**src/rtl/iram_arb_pkg.sv**
```systemverilog
// iram_arb_pkg: shared types and constants for the two-master iram AXI4-Lite arbiter
// Contents:
//   state_e        - arbiter FSM states
//   M_CORE, M_DBG  - master IDs (grant owner / round-robin pointer encoding)
package iram_arb_pkg;

    typedef enum logic [2:0] {
        IDLE,
        WADDR,
        WRESP,
        RADDR,
        RDATA
    } state_e;

    localparam logic M_CORE = 1'b0;
    localparam logic M_DBG  = 1'b1;

endpackage

```
**src/rtl/iram_arb_if.sv**
```systemverilog
// iram_arb_if: AXI4-Lite bundle (AW, W, B, AR, R) used on both sides of the arbiter
// Modports:
//   master - drives AW/W/AR payload+valid and B/R ready (issuer side)
//   slave  - drives AW/W/AR ready and B/R payload+valid (responder side)
interface iram_arb_if #(
    parameter int ADDR_W = 32,
    parameter int DATA_W = 32
);

    logic [ADDR_W-1:0] awaddr;
    logic [2:0]        awprot;
    logic              awvalid;
    logic              awready;
    logic [DATA_W-1:0] wdata;
    logic [3:0]        wstrb;
    logic              wvalid;
    logic              wready;
    logic [1:0]        bresp;
    logic              bvalid;
    logic              bready;
    logic [ADDR_W-1:0] araddr;
    logic [2:0]        arprot;
    logic              arvalid;
    logic              arready;
    logic [DATA_W-1:0] rdata;
    logic [1:0]        rresp;
    logic              rvalid;
    logic              rready;

    modport master (
        output awaddr, awprot, awvalid, wdata, wstrb, wvalid, bready,
               araddr, arprot, arvalid, rready,
        input  awready, wready, bresp, bvalid, arready, rdata, rresp, rvalid
    );

    modport slave (
        input  awaddr, awprot, awvalid, wdata, wstrb, wvalid, bready,
               araddr, arprot, arvalid, rready,
        output awready, wready, bresp, bvalid, arready, rdata, rresp, rvalid
    );

endinterface

```
**src/rtl/iram_arb_rr_arb2.sv**
```systemverilog
// rr_arb2: two-way round-robin winner select (combinational)
// Ports:
//   req[1:0] in  - request per master (bit0 = M0, bit1 = M1)
//   last     in  - ID of the master granted most recently
//   gnt[1:0] out - one-hot winner, 0 when nobody requests
module rr_arb2 (
    input  logic [1:0] req,
    input  logic       last,
    output logic [1:0] gnt
);

    // On a tie the master that was not granted last wins.
    always_comb gnt = (req == 2'b11) ? (last ? 2'b01 : 2'b10) : req;

endmodule

```
**src/rtl/iram_arb.sv**
```systemverilog
// iram_arb: per-transaction round-robin arbiter sharing the iram AXI4-Lite slave
//           between the core LSU (M0) and the debug/ISP loader (M1)
// Ports:
//   clk, rst  - clock, synchronous active-high reset
//   m0, m1    - master-facing AXI4-Lite bundles (arbiter is their slave)
//   s         - iram-facing AXI4-Lite bundle (arbiter is its master)
//   grant_o   - one-hot owner (bit0 = M0, bit1 = M1), 0 when idle
module iram_arb
    import iram_arb_pkg::*;
#(
    parameter int ADDR_W = 32,
    parameter int DATA_W = 32
) (
    input  logic             clk,
    input  logic             rst,
    iram_arb_if.slave        m0,
    iram_arb_if.slave        m1,
    iram_arb_if.master       s,
    output logic [1:0]       grant_o
);

    state_e      state_q, state_d;
    logic        own_q, own_d;
    logic        last_q, last_d;
    logic [1:0]  grant_q, grant_d;
    logic [1:0]  wreq, rreq, gnt;
    logic        own_bready, own_rready;
    logic        in_wa, in_wr, in_ra, in_rd;
    logic [ADDR_W-1:0] own_awaddr, own_araddr;
    logic [DATA_W-1:0] own_wdata;

    assign wreq = {m1.awvalid & m1.wvalid, m0.awvalid & m0.wvalid};
    assign rreq = {m1.arvalid, m0.arvalid};

    rr_arb2 u_rr (
        .req  (wreq | rreq),
        .last (last_q),
        .gnt  (gnt)
    );

    assign own_bready = own_q ? m1.bready : m0.bready;
    assign own_rready = own_q ? m1.rready : m0.rready;

    always_comb begin
        state_d = state_q;
        own_d   = own_q;
        last_d  = last_q;
        unique case (state_q)
            IDLE: if (|gnt) begin
                own_d   = gnt[1];
                // A winner with a write and a read pending is served the write first.
                state_d = (gnt[1] ? wreq[1] : wreq[0]) ? WADDR : RADDR;
            end
            WADDR: if (s.awready & s.wready) state_d = WRESP;
            WRESP: if (s.bvalid & own_bready) begin
                state_d = IDLE;
                last_d  = own_q;
            end
            RADDR: if (s.arready) state_d = RDATA;
            RDATA: if (s.rvalid & own_rready) begin
                state_d = IDLE;
                last_d  = own_q;
            end
            default: state_d = IDLE;
        endcase
        grant_d = (state_d == IDLE) ? 2'b00 : (own_d ? 2'b10 : 2'b01);
    end

    always_ff @(posedge clk) begin
        if (rst) begin
            state_q <= IDLE;
            own_q   <= M_CORE;
            last_q  <= M_DBG;
            grant_q <= 2'b00;
        end else begin
            state_q <= state_d;
            own_q   <= own_d;
            last_q  <= last_d;
            grant_q <= grant_d;
        end
    end

    assign grant_o = grant_q;

    assign in_wa = (state_q == WADDR);
    assign in_wr = (state_q == WRESP);
    assign in_ra = (state_q == RADDR);
    assign in_rd = (state_q == RDATA);

    assign own_awaddr = own_q ? m1.awaddr : m0.awaddr;
    assign own_araddr = own_q ? m1.araddr : m0.araddr;
    assign own_wdata  = own_q ? m1.wdata  : m0.wdata;

    // Toward iram: only the owner's channel in the matching state, zero otherwise.
    assign s.awaddr  = in_wa ? own_awaddr : '0;
    assign s.awprot  = in_wa ? (own_q ? m1.awprot : m0.awprot) : '0;
    assign s.awvalid = in_wa & (own_q ? m1.awvalid : m0.awvalid);
    assign s.wdata   = in_wa ? own_wdata : '0;
    assign s.wstrb   = in_wa ? (own_q ? m1.wstrb : m0.wstrb) : '0;
    assign s.wvalid  = in_wa & (own_q ? m1.wvalid : m0.wvalid);
    assign s.bready  = in_wr & own_bready;
    assign s.araddr  = in_ra ? own_araddr : '0;
    assign s.arprot  = in_ra ? (own_q ? m1.arprot : m0.arprot) : '0;
    assign s.arvalid = in_ra & (own_q ? m1.arvalid : m0.arvalid);
    assign s.rready  = in_rd & own_rready;

    // Toward masters: a slave bvalid outside WRESP (iram holds B high) never leaks.
    assign m0.awready = in_wa & ~own_q & s.awready;
    assign m0.wready  = in_wa & ~own_q & s.wready;
    assign m0.bvalid  = in_wr & ~own_q & s.bvalid;
    assign m0.bresp   = (in_wr & ~own_q) ? s.bresp : '0;
    assign m0.arready = in_ra & ~own_q & s.arready;
    assign m0.rvalid  = in_rd & ~own_q & s.rvalid;
    assign m0.rdata   = (in_rd & ~own_q) ? s.rdata : '0;
    assign m0.rresp   = (in_rd & ~own_q) ? s.rresp : '0;

    assign m1.awready = in_wa & own_q & s.awready;
    assign m1.wready  = in_wa & own_q & s.wready;
    assign m1.bvalid  = in_wr & own_q & s.bvalid;
    assign m1.bresp   = (in_wr & own_q) ? s.bresp : '0;
    assign m1.arready = in_ra & own_q & s.arready;
    assign m1.rvalid  = in_rd & own_q & s.rvalid;
    assign m1.rdata   = (in_rd & own_q) ? s.rdata : '0;
    assign m1.rresp   = (in_rd & own_q) ? s.rresp : '0;

endmodule

```
**src/flat_wrapper.sv**
```systemverilog
// flat-port wrapper written by rule: the top's interface ports become plain ports
module iram_arb_flat import iram_arb_pkg::*;
#(
    parameter int ADDR_W = 32,
    parameter int DATA_W = 32
)
  (clk, rst, grant_o, m0_awaddr, m0_awprot, m0_awvalid, m0_wdata, m0_wstrb, m0_wvalid, m0_bready, m0_araddr, m0_arprot, m0_arvalid, m0_rready, m0_awready, m0_wready, m0_bresp, m0_bvalid, m0_arready, m0_rdata, m0_rresp, m0_rvalid, m1_awaddr, m1_awprot, m1_awvalid, m1_wdata, m1_wstrb, m1_wvalid, m1_bready, m1_araddr, m1_arprot, m1_arvalid, m1_rready, m1_awready, m1_wready, m1_bresp, m1_bvalid, m1_arready, m1_rdata, m1_rresp, m1_rvalid, s_awaddr, s_awprot, s_awvalid, s_wdata, s_wstrb, s_wvalid, s_bready, s_araddr, s_arprot, s_arvalid, s_rready, s_awready, s_wready, s_bresp, s_bvalid, s_arready, s_rdata, s_rresp, s_rvalid);
  iram_arb_if #(.ADDR_W(ADDR_W), .DATA_W(DATA_W)) m0_i ();
  iram_arb_if #(.ADDR_W(ADDR_W), .DATA_W(DATA_W)) m1_i ();
  iram_arb_if #(.ADDR_W(ADDR_W), .DATA_W(DATA_W)) s_i ();
  input  logic clk;
  input  logic rst;
  output logic [1:0] grant_o;
  input wire logic [$bits(m0_i.awaddr)-1:0] m0_awaddr;
  input wire logic [$bits(m0_i.awprot)-1:0] m0_awprot;
  input wire logic [$bits(m0_i.awvalid)-1:0] m0_awvalid;
  input wire logic [$bits(m0_i.wdata)-1:0] m0_wdata;
  input wire logic [$bits(m0_i.wstrb)-1:0] m0_wstrb;
  input wire logic [$bits(m0_i.wvalid)-1:0] m0_wvalid;
  input wire logic [$bits(m0_i.bready)-1:0] m0_bready;
  input wire logic [$bits(m0_i.araddr)-1:0] m0_araddr;
  input wire logic [$bits(m0_i.arprot)-1:0] m0_arprot;
  input wire logic [$bits(m0_i.arvalid)-1:0] m0_arvalid;
  input wire logic [$bits(m0_i.rready)-1:0] m0_rready;
  output wire logic [$bits(m0_i.awready)-1:0] m0_awready;
  output wire logic [$bits(m0_i.wready)-1:0] m0_wready;
  output wire logic [$bits(m0_i.bresp)-1:0] m0_bresp;
  output wire logic [$bits(m0_i.bvalid)-1:0] m0_bvalid;
  output wire logic [$bits(m0_i.arready)-1:0] m0_arready;
  output wire logic [$bits(m0_i.rdata)-1:0] m0_rdata;
  output wire logic [$bits(m0_i.rresp)-1:0] m0_rresp;
  output wire logic [$bits(m0_i.rvalid)-1:0] m0_rvalid;
  input wire logic [$bits(m1_i.awaddr)-1:0] m1_awaddr;
  input wire logic [$bits(m1_i.awprot)-1:0] m1_awprot;
  input wire logic [$bits(m1_i.awvalid)-1:0] m1_awvalid;
  input wire logic [$bits(m1_i.wdata)-1:0] m1_wdata;
  input wire logic [$bits(m1_i.wstrb)-1:0] m1_wstrb;
  input wire logic [$bits(m1_i.wvalid)-1:0] m1_wvalid;
  input wire logic [$bits(m1_i.bready)-1:0] m1_bready;
  input wire logic [$bits(m1_i.araddr)-1:0] m1_araddr;
  input wire logic [$bits(m1_i.arprot)-1:0] m1_arprot;
  input wire logic [$bits(m1_i.arvalid)-1:0] m1_arvalid;
  input wire logic [$bits(m1_i.rready)-1:0] m1_rready;
  output wire logic [$bits(m1_i.awready)-1:0] m1_awready;
  output wire logic [$bits(m1_i.wready)-1:0] m1_wready;
  output wire logic [$bits(m1_i.bresp)-1:0] m1_bresp;
  output wire logic [$bits(m1_i.bvalid)-1:0] m1_bvalid;
  output wire logic [$bits(m1_i.arready)-1:0] m1_arready;
  output wire logic [$bits(m1_i.rdata)-1:0] m1_rdata;
  output wire logic [$bits(m1_i.rresp)-1:0] m1_rresp;
  output wire logic [$bits(m1_i.rvalid)-1:0] m1_rvalid;
  output wire logic [$bits(s_i.awaddr)-1:0] s_awaddr;
  output wire logic [$bits(s_i.awprot)-1:0] s_awprot;
  output wire logic [$bits(s_i.awvalid)-1:0] s_awvalid;
  output wire logic [$bits(s_i.wdata)-1:0] s_wdata;
  output wire logic [$bits(s_i.wstrb)-1:0] s_wstrb;
  output wire logic [$bits(s_i.wvalid)-1:0] s_wvalid;
  output wire logic [$bits(s_i.bready)-1:0] s_bready;
  output wire logic [$bits(s_i.araddr)-1:0] s_araddr;
  output wire logic [$bits(s_i.arprot)-1:0] s_arprot;
  output wire logic [$bits(s_i.arvalid)-1:0] s_arvalid;
  output wire logic [$bits(s_i.rready)-1:0] s_rready;
  input wire logic [$bits(s_i.awready)-1:0] s_awready;
  input wire logic [$bits(s_i.wready)-1:0] s_wready;
  input wire logic [$bits(s_i.bresp)-1:0] s_bresp;
  input wire logic [$bits(s_i.bvalid)-1:0] s_bvalid;
  input wire logic [$bits(s_i.arready)-1:0] s_arready;
  input wire logic [$bits(s_i.rdata)-1:0] s_rdata;
  input wire logic [$bits(s_i.rresp)-1:0] s_rresp;
  input wire logic [$bits(s_i.rvalid)-1:0] s_rvalid;
  assign m0_i.awaddr = m0_awaddr;
  assign m0_i.awprot = m0_awprot;
  assign m0_i.awvalid = m0_awvalid;
  assign m0_i.wdata = m0_wdata;
  assign m0_i.wstrb = m0_wstrb;
  assign m0_i.wvalid = m0_wvalid;
  assign m0_i.bready = m0_bready;
  assign m0_i.araddr = m0_araddr;
  assign m0_i.arprot = m0_arprot;
  assign m0_i.arvalid = m0_arvalid;
  assign m0_i.rready = m0_rready;
  assign m0_awready = m0_i.awready;
  assign m0_wready = m0_i.wready;
  assign m0_bresp = m0_i.bresp;
  assign m0_bvalid = m0_i.bvalid;
  assign m0_arready = m0_i.arready;
  assign m0_rdata = m0_i.rdata;
  assign m0_rresp = m0_i.rresp;
  assign m0_rvalid = m0_i.rvalid;
  assign m1_i.awaddr = m1_awaddr;
  assign m1_i.awprot = m1_awprot;
  assign m1_i.awvalid = m1_awvalid;
  assign m1_i.wdata = m1_wdata;
  assign m1_i.wstrb = m1_wstrb;
  assign m1_i.wvalid = m1_wvalid;
  assign m1_i.bready = m1_bready;
  assign m1_i.araddr = m1_araddr;
  assign m1_i.arprot = m1_arprot;
  assign m1_i.arvalid = m1_arvalid;
  assign m1_i.rready = m1_rready;
  assign m1_awready = m1_i.awready;
  assign m1_wready = m1_i.wready;
  assign m1_bresp = m1_i.bresp;
  assign m1_bvalid = m1_i.bvalid;
  assign m1_arready = m1_i.arready;
  assign m1_rdata = m1_i.rdata;
  assign m1_rresp = m1_i.rresp;
  assign m1_rvalid = m1_i.rvalid;
  assign s_awaddr = s_i.awaddr;
  assign s_awprot = s_i.awprot;
  assign s_awvalid = s_i.awvalid;
  assign s_wdata = s_i.wdata;
  assign s_wstrb = s_i.wstrb;
  assign s_wvalid = s_i.wvalid;
  assign s_bready = s_i.bready;
  assign s_araddr = s_i.araddr;
  assign s_arprot = s_i.arprot;
  assign s_arvalid = s_i.arvalid;
  assign s_rready = s_i.rready;
  assign s_i.awready = s_awready;
  assign s_i.wready = s_wready;
  assign s_i.bresp = s_bresp;
  assign s_i.bvalid = s_bvalid;
  assign s_i.arready = s_arready;
  assign s_i.rdata = s_rdata;
  assign s_i.rresp = s_rresp;
  assign s_i.rvalid = s_rvalid;
  iram_arb #(.ADDR_W(ADDR_W), .DATA_W(DATA_W)) u_core (.clk(clk), .rst(rst), .m0(m0_i), .m1(m1_i), .s(s_i), .grant_o(grant_o));
endmodule
```
**config.mk**
```make
export PLATFORM = sky130hd
export DESIGN_NAME = iram_arb_flat
export DESIGN_NICKNAME = d
export VERILOG_FILES = /design/src/rtl/iram_arb_pkg.sv /design/src/rtl/iram_arb_if.sv /design/src/rtl/iram_arb_rr_arb2.sv /design/src/rtl/iram_arb.sv /design/src/flat_wrapper.sv
export SDC_FILE = /design/constraint.sdc
export NUM_CORES = 1
export LEC_CHECK = 0
export ABC_AREA = 1
export CAP_MARGIN = 30
export CORE_AREA = 2 2 178 180
export CTS_CLUSTER_DIAMETER = 40
export DETAILED_ROUTE_END_ITERATION = 10
export DIE_AREA = 0 0 180 182
export DONT_BUFFER_PORTS = 1
export GPL_TIMING_DRIVEN = 1
export SETUP_SLACK_MARGIN = 0.4
export SLEW_MARGIN = 20
export SYNTH_ARGS = -nofsm -noshare
export SYNTH_HDL_FRONTEND = slang
export SYNTH_SLANG_ARGS = --single-unit
```
**constraint.sdc**
```tcl
create_clock -name clk -period 1.6 [get_ports clk]
set_clock_uncertainty 0.1 [all_clocks]
set_input_delay 0.32 -clock clk [delete_from_list [all_inputs] [get_ports clk]]
set_output_delay 0.32 -clock clk [all_outputs]
set_load 0.01 [all_outputs]
```
==> key figures, run 1 <==
Clocking
  • Clock Latency Late Sink: about 230 ps
  • Clock transition at path regs: 40 ps
  • H-tree depth: 1
  • CTS Buf Count: 3
  • CTS sink cnt: 7
  • CTS Buffer Depth: 2
  • CTS tree: yes
  • Clock Tree Root: clkbuf_16

Timing
  • Hold Fails Final Rpt: 0
  • Tcrit/Tclk final: 117.2%
  • Max-slew headroom: 73.82%
  • Endpoints failing setup: between 150 and 200
  • Fmax: 0.5334 GHz
  • Post-route minimum period: between 1500 and 2000 ps
  • RSZ-0062 raised after global routing: yes
  • Post-route setup slack: -274.8 ps
  • Max Slew Vio Count: 0
  • Tightest Pin Transition: 388.6 ps
  • Hold Worst Slack: between 30 and 40 ps

Floorplan
  • Die area: approximately 33000 um^2
  • Row cnt: between 60 and 70
  • Die X: approximately 180 um
  • Die height: ~180 um
  • Initial core utilization: roughly 8.3%
  • Core Area: between 30000 and 40000 um^2
  • IO Count: 460

Synth
  • Post-synth top area cell: nand2_1
  • Synthesized area per cell: roughly 4.8 um^2
  • Yosys top cell area share: 25.60%
  • Synth area leaders: nand2_1 26%, a21oi_1 16%, inv_1 14%, nor2_1 13%, a22oi_1 11%
  • Synth warnings: 0
  • Net Count, Synth: around 800
  • Count of different cell masters after synthesis: 22
  • Syn Inst Count: 539
  • Synth Register Bits: 7
  • Seq/Total Area, Yosys: around 5.5%
  • Mapped cell area: 2566 um^2

Power and ir drop
  • Max VDD drop: 0.0003305 V
  • Reg power frac: 6.1%
  • Total power density per cell area: ~660 nW/um^2
  • Total power: approximately 4500 uW
  • Comb power frac: a little over four fifths
  • Sw frac: between 50% and 60%
  • Leakage: between 0.002 and 0.003 uW
  • Net load switching power: roughly 2300 uW
  • Power Internal: 2191 uW
  • Clock network fraction of total power: a little under a tenth

Worst setup path
  • WS Path Type: flop to output port
  • Most frequent CP cell: buf_4
  • CP Capture Type: output port
  • WP data arrival: roughly 1500 ps
  • Biggest fanout along the worst timing path: 6
  • WP data required: approximately 1200 ps
  • Critical-path top delay cell: dfxtp_4
  • CP startpoint kind: flop
  • Critical Path Max Stage Delay: between 300 and 400 ps
  • CP Cell Sequence: buf_4 -> nand3_4 -> buf_12 -> buf_4 -> buf_8 -> a21oi_4

GRT
  • Global-route wire length before repair: 23.85 mm
  • Total congestion overflow: 0
  • Initial antenna violation count: 0
  • Vias in the first global route: around 3.8k
  • Total GRT Usage: about a tenth
  • Largest net degree at the start of global routing: 31

Route
  • DRT antenna net count: 0
  • Iter 0 DRT Violations: roughly 170
  • Vias per cell: about 4.1
  • WL/cell: a little under 20 um
  • Drt drc: 0
  • TritonRoute pass-1 iters: 4
  • Vias: ~4.2k
  • DRT Wirelength: 20.08 mm

Place
  • # port buffers: 0
  • Placed cell area: between 4000 and 5000 um^2
  • Routability congestion estimate: between 0.9 and 1
  • Hpwl dp: ~12 mm

Finish
  • Fin nets: about 900
  • Layout cells sized above 1: between 70% and 80%
  • Area of the multi-input gates: between 3000 and 4000 um^2
  • Reg area: between 150 and 200 um^2
  • Diode count: 0
  • Final core occ: a little over a fifth
  • P&R area growth vs syn: 164.7%
  • Filler instances: around 3.3k
  • Design area: roughly 6800 um^2

Run
  • Max_cap viols: 0

Status
  • Status: complete, but fails checks
  • Failing checks: negative setup slack

Min path
  • HP Class: input port to flop
-- Yosys cell counts, drive strengths merged --
| cell | instances |
|---|---|
| nand2 | 177 |
| inv | 95 |
| nor2 | 93 |
| a21oi | 80 |
| a22oi | 36 |
| buf | 30 |
| clkbuf | 7 |
| dfxtp | 7 |
| nand3 | 7 |
| o21ai | 4 |
| nor3 | 2 |
| o22ai | 1 |
-- cell usage in the layout, fill, tap and decap left out, types with 2 or more instances in the layout --
cell | Yosys | layout
nand2_1 | 175 | 97
a21oi_4 | 0 | 75
inv_1 | 93 | 58
buf_4 | 10 | 54
nor2_4 | 2 | 48
nand2_4 | 0 | 46
inv_2 | 1 | 33
a22oi_2 | 0 | 30
nor2_2 | 0 | 29
nand2_2 | 2 | 28
buf_12 | 0 | 23
buf_16 | 0 | 21
nor2_1 | 90 | 15
buf_6 | 10 | 14
clkbuf_16 | 0 | 10
nand2_8 | 0 | 6
a22oi_1 | 36 | 6
buf_8 | 0 | 6
nand3_4 | 1 | 3
a21oi_2 | 0 | 3
dfxtp_1 | 7 | 3
dfxtp_4 | 0 | 3
inv_6 | 0 | 2
nand3_1 | 6 | 2
o21ai_2 | 0 | 2
nand3_2 | 0 | 2
a21oi_1 | 80 | 2
-- cells by family (layout without fill, tap and decap cells) --
| family | Yosys count | after routing | share of synthesized area [%] |
|---|---|---|---|
| and+or+nand+nor | 279 | 279 | 43.15 |
| AOI/OAI and AO/OA | 121 | 121 | 27.16 |
| DFF | 7 | 7 | 5.461 |
| buffers and inverters | 132 | 224 | 24.23 |
-- worst paths after layout --
kind	from	depth (start not counted)	end	slack [ps]
worst max-delay path	u_core.state_q[0]	6	s_awaddr[31]	-270
worst max register to register	u_core.state_q[0]	9	u_core.grant_o[0]	30
worst min register to register	u_core.last_q	2	u_core.last_q	410
worst min-delay path	rst	1	u_core.own_q	40
-- layer usage --
metal  routed length, um  share of wire, %  global-route usage [%]  up-vias
met5                   0                 0                       0        -
met4                 882               4.4                   4.065        0
met3                1184               5.9                   1.424       47
met2               10730                53                   18.65      317
met1                7287                36                   10.47     1973
li1                    -                 -                       -     1859
-- timing repair --
item	in CTS	in global routing
pin swaps	33	45
gates cloned	16	10
setup buffers	19	14
setup endpoints to repair	200	200
resized for setup	161	161
hold buffers	0	0
-- per-stage QoR --
step           cells  TNS (ps)  setup slack (ps)
3_3_place_gp     970    -176.9            -29.63
4_1_cts         1009    -37010            -267.2
6_report        1033    -37760            -274.8
5_1_grt         1033    -48320            -327.1
3_5_place_dp     970    -561.3            -44.06
2_1_floorplan    539         0             99.88
-- critical path, delay by kind of cell, from the launching register on --
family	cells	cell delay [ps]
compound gates	1	190
buf+inv	4	570
flops	1	360
simple gates	1	90
-- flip-flops by register name, summed over array words and instances, names as in the netlist --
signal,flops
u_core.own_q,1
u_core.last_q,1
u_core.state_q,3
u_core.grant_o,2
-- final cells by class --
| class | instances | share of cell area (%) |
|---|---|---|
| well taps | 402 | 7.405 |
| flip-flops and latches | 7 | 2.247 |
| clock buffers | 3 | 1.105 |
| repair buffers | 125 | 27.48 |
| multi-input cells | 400 | 56.07 |
| inverters | 95 | 5.618 |
| clock inverters | 1 | 0.07368 |
-- power groups by stage --
stage	registers, uW	logic (uW)	clock network [uW]
2_1_floorplan	257	1640	0
3_5_place_dp	268	1990	0
5_1_grt	277	3940	453
4_1_cts	270	2880	436
3_3_place_gp	266	1960	0
6_report	271	3770	431
Note: power is estimated with default switching activity, not from simulation.
==> inputs of run 2 (changes only) <==
Clock period 1.6 ns to 1.95 ns, I/O delays scaled along.
==> key figures, run 2 (same netlist as run 1, synthesis figures left out) <==
GRT
  • Largest net degree at the start of global routing: 36
  • Initial antenna violation count: 0
  • Total GRT Usage: about a tenth
  • Vias in the first global route: approximately 3.5k
  • Global-route wire length before repair: between 20 and 25 mm
  • Total congestion overflow: 0

Finish
  • Max reg flops: 3
  • P&R area growth vs syn: 135.4%
  • Most frequent cells in the layout: 152 x nand2_1, 67 x a21oi_4, 53 x inv_1, 41 x nor2_1, 39 x buf_4
  • Leading cell type in the layout, fill and taps excluded: nand2_1
  • Largest reg by FF count: u_core.state_q
  • Final core occ: between 15 and 20%
  • Layout cells sized above 1: 57.47%
  • Fin nets: 882
  • Design area: 6042 um^2
  • Diode count: 0

Worst setup path
  • Critical Path Max Stage Delay: roughly 420 ps
  • Reg-to-Reg Start: u_core.state_q[1]
  • Critical-path top delay cell: dfxtp_4
  • CP startpoint kind: flop
  • Delay-heaviest family, CP: buffers and inverters
  • CP Cell Sequence: buf_12 -> buf_12 -> buf_4 -> buf_16 -> nand2_1 -> a21oi_4
  • WS Path Type: flop to output port
  • Most frequent CP cell: buf_12
  • WP data required: 1460 ps
  • WP data arrival: roughly 1500 ps
  • Worst reg-to-reg path cell count: 9
  • Buffer and inverter count on the worst path: 4
  • Biggest fanout along the worst timing path: 12
  • RR Endpoint: u_core.grant_o[1]
  • Reg2reg setup slack: approximately 260 ps
  • CP Capture Type: output port

Route
  • Drt drc: 0
  • TritonRoute pass-1 iters: 5
  • DRT Wirelength: approximately 21 mm
  • Vias: 4201
  • DRT antenna net count: 0
  • Vias per cell: slightly above 4
  • WL/cell: 20.96 um
  • Iter 0 DRT Violations: about 240

Power and ir drop
  • Total power: 3200 uW
  • Sw frac: approximately half
  • Power Internal: about 1600 uW
  • Clock network fraction of total power: a little over a tenth
  • Leakage: ~0.0025 uW
  • Max VDD drop: 0.0004711 V
  • Reg power frac: 7.3%
  • Comb power frac: between 80% and 90%
  • Net load switching power: around 1600 uW
  • Total power density per cell area: around 530 nW/um^2

Floorplan
  • Die area: roughly 33000 um^2
  • Die height: approximately 180 um
  • Initial core utilization: 8.282%
  • Die X: 180 um
  • Core Area: 30990 um^2
  • Row cnt: 65
  • IO Count: 460

Clocking
  • Cts hold-fix bufs: 0
  • Clock Latency Late Sink: about 230 ps
  • H-tree depth: 1
  • Clock Tree Root: clkbuf_16
  • CTS sink cnt: 7
  • CTS tree: yes
  • CTS Buf Count: 3
  • CTS Buffer Depth: 2
  • Clock transition at path regs: 40 ps

Min path
  • Worst hold stages: 1
  • Worst hold path endpoint: u_core.own_q
  • Worst hold start: rst
  • HP Class: input port to flop

Place
  • Placed cell area: around 3500 um^2
  • Routability congestion estimate: around 1.0
  • Hpwl dp: roughly 13 mm
  • DP Worst Slack: between 150 and 200 ps
  • # port buffers: 0

Run
  • Max_cap viols: 0

Timing
  • Fmax: between 0.5 and 0.6 GHz
  • Max-slew headroom: between 80% and 90%
  • Max Slew Vio Count: 0
  • Tcrit/Tclk final: 99.75%
  • Post-route minimum period: about 1900 ps
  • Tightest Pin Transition: between 200 and 300 ps
  • Setup TNS: 0 ps
  • Post-route setup slack: ~5.0 ps
  • Endpoints failing setup: 0
  • RSZ-0062 raised after global routing: yes
  • Hold Fails Final Rpt: 0

Status
  • Status: completed
## run 2: changes by cell type in the layout (fill, tap and decap cells not counted), moves of 8 or more
cell,change
nand2_1,+55
nand2_4,-37
nor2_1,+26
buf_4,-15
nor2_2,-14
nand2_2,-12
nor2_4,-12
clkbuf_16,+9
a21oi_4,-8
buf_12,-8
buf_16,-8
## run 2: area by class of cell
cell class                 instances  area (um^2)
inverter                          95        386.6
multi-input combinational        400         3199
tap                              402        503.0
clock buffer                       4        78.83
fill                            3347        24940
timing repair buffer             109         1705
sequential                         7        152.6
timing repair inverter             1        16.27
## run 2: power groups by stage
stage	clock network, uW	registers (uW)	logic (uW)
5_1_grt	362	241	2750
3_5_place_dp	0	222	1220
2_1_floorplan	0	198	956
6_report	347	234	2620
3_3_place_gp	0	220	1190
4_1_cts	352	229	1920
## run 2: worst max path at each step
stage                            startpoint           end  slack [ps]  cells past startpoint
after detailed placement  u_core.state_q[0]   s_arprot[0]         170                      5
after global routing      u_core.state_q[0]  m1_rdata[13]         -80                      7
after floorplan           u_core.state_q[0]  m0_rdata[10]         360                      6
after CTS                 u_core.state_q[0]  m1_rdata[19]          30                      7
after global placement    u_core.state_q[0]    s_wdata[1]         230                      3
final                          u_core.own_q   s_wdata[13]           5                      6
## run 2: per-stage QoR
step                hold slack [ps]  cells
floorplan                     336.5    539
global placement              356.9    962
detailed placement            358.1    962
CTS                           117.1    993
global route                  112.2   1018
finish                        116.8   1018
## run 2: timing repair
item / 4_1_cts / 5_1_grt
resized for setup: 122 / 247
buffers inserted: 14 / 6
cloned: 13 / 19
endpoints found under the setup margin: 197 / 197
endpoints found under the hold margin: 0 / 0
pin swaps: 5 / 45
## run 2: routing by layer
layer  share of wire (%)  wire (um)  track usage [%]  up-vias
met4                 3.6        769            2.992        0
met2                  52      11110            17.85      341
li1                    -          -                -     1828
met3                 9.0       1920            2.327       45
met1                  35       7537            11.04     1987
met5                   0          0                0        -
